## src/rtl/f_pc.sv

```systemverilog
// Fetch-stage PC: sequential, branch, jump and jr next-PC selection with illegal-address flag.
// Latency: the selected next PC appears on F_PC one clock after it is presented (one-cycle redirect).
// Backpressure: stall freezes F_PC, F_fetch_cnt and F_pc_err; a redirect seen during stall is ignored.
module f_pc #(
  parameter logic [31:0] RESET_PC = 32'h0000_3000,
  parameter int          IM_WORDS = 4096
) (
  input  logic        clk,
  input  logic        reset,
  input  logic        stall,
  input  logic [1:0]  npc_op,
  input  logic        cmp_true,
  input  logic [31:0] D_PC,
  input  logic [25:0] D_imm,
  input  logic [31:0] jr_target,
  output logic [31:0] F_PC,
  output logic        F_pc_err,
  output logic [31:0] F_fetch_cnt
);

  localparam logic [1:0] OP_SEQ = 2'd0;
  localparam logic [1:0] OP_BR  = 2'd1;
  localparam logic [1:0] OP_J   = 2'd2;
  localparam logic [1:0] OP_JR  = 2'd3;

  // Last legal word address; arithmetic wraps at 32 bits like the datapath adders.
  localparam logic [31:0] IM_BYTES = 32'(IM_WORDS) << 2;
  localparam logic [31:0] PC_LAST  = RESET_PC + IM_BYTES - 32'd4;

  logic [31:0] pc_seq;
  logic [31:0] br_off;
  logic [31:0] npc;
  logic        npc_bad;

  assign pc_seq = F_PC + 32'd4;
  // Branch offset is relative to the delay-slot address (D_PC+4), in words.
  assign br_off = {{14{D_imm[15]}}, D_imm[15:0], 2'b00};

  // Select the next fetch address from the D-stage redirect kind.
  always_comb begin
    npc = pc_seq;
    case (npc_op)
      OP_SEQ: npc = pc_seq;
      OP_BR:  npc = cmp_true ? (D_PC + 32'd4 + br_off) : pc_seq;
      OP_J:   npc = {D_PC[31:28], D_imm, 2'b00};
      OP_JR:  npc = jr_target;
      default: npc = pc_seq;
    endcase
  end

  // Illegal: misaligned or outside the instruction memory window.
  always_comb begin
    npc_bad = (npc[1:0] != 2'b00) || (npc < RESET_PC) || (npc > PC_LAST);
  end

  // PC, fetch counter and sticky error update; reset beats stall beats load.
  always_ff @(posedge clk) begin
    if (reset) begin
      F_PC        <= RESET_PC;
      F_pc_err    <= 1'b0;
      F_fetch_cnt <= 32'd0;
    end else if (!stall) begin
      F_PC        <= npc;
      F_fetch_cnt <= F_fetch_cnt + 32'd1;
      if (npc_bad) begin
        F_pc_err <= 1'b1;
      end
    end
  end

endmodule

```

## config.mk

```make
export PLATFORM = sky130hd
export DESIGN_NAME = f_pc
export DESIGN_NICKNAME = d
export VERILOG_FILES = /design/src/rtl/f_pc.sv
export SDC_FILE = /design/constraint.sdc
export NUM_CORES = 1
export LEC_CHECK = 0
export ABC_AREA = 1
export BUFFER_PORTS_ARGS = -buffer_cell sky130_fd_sc_hd__buf_2
export CAP_MARGIN = 20
export CORE_ASPECT_RATIO = 1.2
export CORE_MARGIN = 2
export CORE_UTILIZATION = 35
export DETAILED_ROUTE_END_ITERATION = 6
export PLACE_DENSITY = 0.65
export SETUP_SLACK_MARGIN = 0.5
export SLEW_MARGIN = 20
export SYNTH_ARGS = -nofsm -noshare
export SYNTH_HDL_FRONTEND = slang
export SYNTH_SLANG_ARGS = --single-unit
```

## constraint.sdc

```tcl
create_clock -name clk -period 3 [get_ports clk]
set_clock_uncertainty 0.1 [all_clocks]
set_input_delay 0.45 -clock clk [delete_from_list [all_inputs] [get_ports clk]]
set_output_delay 0.45 -clock clk [all_outputs]
set_load 0.05 [all_outputs]
```

==> reports/results.ini <==
[status]
outcome = completed

[sta]
setup_violations = 0
timing.fmax_ghz = 0.3845
tightest_slew_ps = 556.9
rsz0062_at_grt = true
drv_slew = 0
slew_headroom_pct = 62.87
hold_violations = 0
min_period_over_period_pct = 86.69
period_needed_ps = 2601

[run]
max_cap_viol_count = 0

[global_route]
grt_max_degree = 60
grt_pass1_wl_um = 41840
grt_pass1_vias = 8334
grtUsageTotal_pct = 25.14
antenna_found_initial = 0
grt_overflow = 0

[logic_synthesis]
synth_ff_type = dfxtp_1
syn_nets = 1360
synth_area_leader_cell = nand2_1
netlist_area_um2 = 6907
ys_warn_count = 0
synth_edf_count = 0
synth_area_per_cell_um2 = 5.736
synthArstFlopShare_pct = 0
ys_top_cells_by_area = nand2_1 20%, dfxtp_1 19%, ha_1 11%
synth_top_area_share_pct = 19.89
ys_types = 47
yosysSeqAreaShare_pct = 18.84
syn_inst = 1204
synth-seq-cells = 65

[clock_tree]
tritoncts = done
clock_latency_ps = 330
cts_buffers = 9
cts_sinks = 65
cts.clk_slew.worst_paths_ps = 60
cts_max_level = 3
clock_tree.root_cell = clkbuf_16
cts_buffer_depth = 2

[pwr]
max-vdd-ir-drop_mv = 0.2706
power_leakage_nw = 4.934
power_density_nw_per_um2 = 357.4

[die]
dieArea_um2 = 20880
start_util_pct = 35.46
core-area_um2 = 19480
top_level_ports = 161
die_h_um = 157.9
rows = 56
die_x_um = 132.2

[detailed_routing]
drt_iter0_markers = 520
drtPass1Iterations = 7
wirelength_um = 27230
antenna_left = 0
wl_per_cell_um = 15.64
wl_met3_um = 1308
wl_met2_um = 13480
viasPerCell = 5.005
m1WireLength_um = 11540
drcViolationCount = 0
vias = 8713
maxUsedRoutingLayer = met4

[worst_setup_path]
start_kind = primary input
path_cells = buf_2 > ha_1 > ha_4 > nand2_2 > nor2_2 > nand2_1 > nand3_1 > nand2_2 > nand2_4 > nand2_2 > nand3_2 > nand2_1 > nand2_1 > nor2_2 > buf_4 > buf_4 > buf_4 > buf_4 > nand2_1 > o211ai_1 > inv_1
crit_path_max_fanout = 4
crit_slowest_cell = ha_1
crit_path_end_kind = flop
required_ps = 3170
max_stage_delay_ps = 310
critical_path_arrival_ps = 2770
worst-setup-path-type = in -> reg

[cells_and_area]
final_area_um2 = 10490
fillerInstances = 1998
final_common_cell = nand2_1
seqCellArea_um2 = 1311
n_antenna_cell = 0
nets = 1631
fin_cells = 1741
layout-drive-gt1-share_pct = 36.28
fin_util_pct = 53.83
multiInputGateArea_um2 = 6073
syn_to_final_growth_pct = 51.81
layout_common_cells = 326 x nand2_1, 156 x buf_2, 141 x inv_1

[place]
placed_area_um2 = 8750
port_buffers = 160
dpl.hpwl_um = 21340
dp.cells = 1695
place.gp.congestion = 0.9604

[worst_hold_path]
hp-class = in -> reg

-- timing repair --
action / 4_1_cts / 5_1_grt
gates resized for setup: 122 / 104
pin swaps: 38 / 50
hold buffers: 0 / 0
endpoints found under the setup margin: 17 / 22
buffers inserted: 12 / 18
endpoints found under the hold margin: 0 / 0
-- critical path: cells and delay by family --
kind	cells	cell delay (ps)
fa+ha+maj	2	610
simple gates	12	940
compound gates	1	90
buf+inv	6	680
-- per-stage QoR --
stage | setup TNS (ps) | power (mW) | worst slack (ps) | hold WS (ps)
2_1_floorplan | 0 | 1.781 | 328.0 | 499.8
3_3_place_gp | -801.7 | 2.351 | -327.3 | 343.6
3_5_place_dp | -663.5 | 2.353 | -205.6 | 354.8
4_1_cts | 0 | 3.608 | 418.3 | 310.6
5_1_grt | 0 | 3.972 | 218.8 | 327.0
6_report | 0 | 3.748 | 399.4 | 316.3
-- per-layer routing --
layer	track usage, %	up-vias
li1	-	4484
met1	29.68	3932
met2	45.66	247
met3	4.131	50
met4	9.729	0
met5	0	-
-- synthesized netlist by cell type, types with 6 or more instances --
cell	number
xnor2_1	10
nor4_1	6
nand3_1	100
dfxtp_1	65
nand4_1	12
ha_1	59
nor3_1	17
inv_2	12
inv_1	151
o211ai_1	10
nor2_4	6
nand2_1	366
nor2_1	124
a21oi_1	97
xor2_1	14
o21ai_0	63
clkbuf_1	29
-- state kept, by name, summed over array words and instances (netlist names) --
register	cells
F_PC	32
F_fetch_cnt	32
F_pc_err	1
-- final timing paths --
check	startpoint	end	slack (ps)	depth (start not counted)
hold reg to reg	F_fetch_cnt[13]	F_fetch_cnt[13]	370	2
hold / removal	jr_target[6]	F_PC[6]	320	3
setup reg to reg	F_PC[10]	F_pc_err	430	16
setup / recovery	D_imm[6]	F_PC[18]	400	21
-- cell families (layout without fill, tap and decap cells) --
kind of cell	count (synthesis)	in the layout	synth area share, %
simple gates	651	651	39.73
fa+ha+maj	60	60	10.98
compound gates	206	206	16.59
buf+inv	198	474	10.81
xor+xnor	24	24	3.043
flops	65	65	18.84
-- power breakdown --
| group | total (mW) | leakage, nW | internal (mW) | switching, mW |
|---|---|---|---|---|
| sequential | 0.960 | 0.534 | 0.903 | 0.0571 |
| clock | 1.01 | 0.139 | 0.608 | 0.402 |
| combinational | 1.78 | 4.26 | 0.768 | 1.01 |
| total | 3.75 | 4.93 | 2.28 | 1.47 |
-- area by class of cell --
class | instances | area share, %
Multi-Input combinational cell | 941 | 57.92
Timing Repair Buffer | 294 | 17.82
Sequential cell | 65 | 12.51
Inverter | 164 | 5.871
Tap cell | 261 | 3.115
Clock buffer | 11 | 2.410
Clock inverter | 5 | 0.3580
Power figures use the tool's default switching activity.
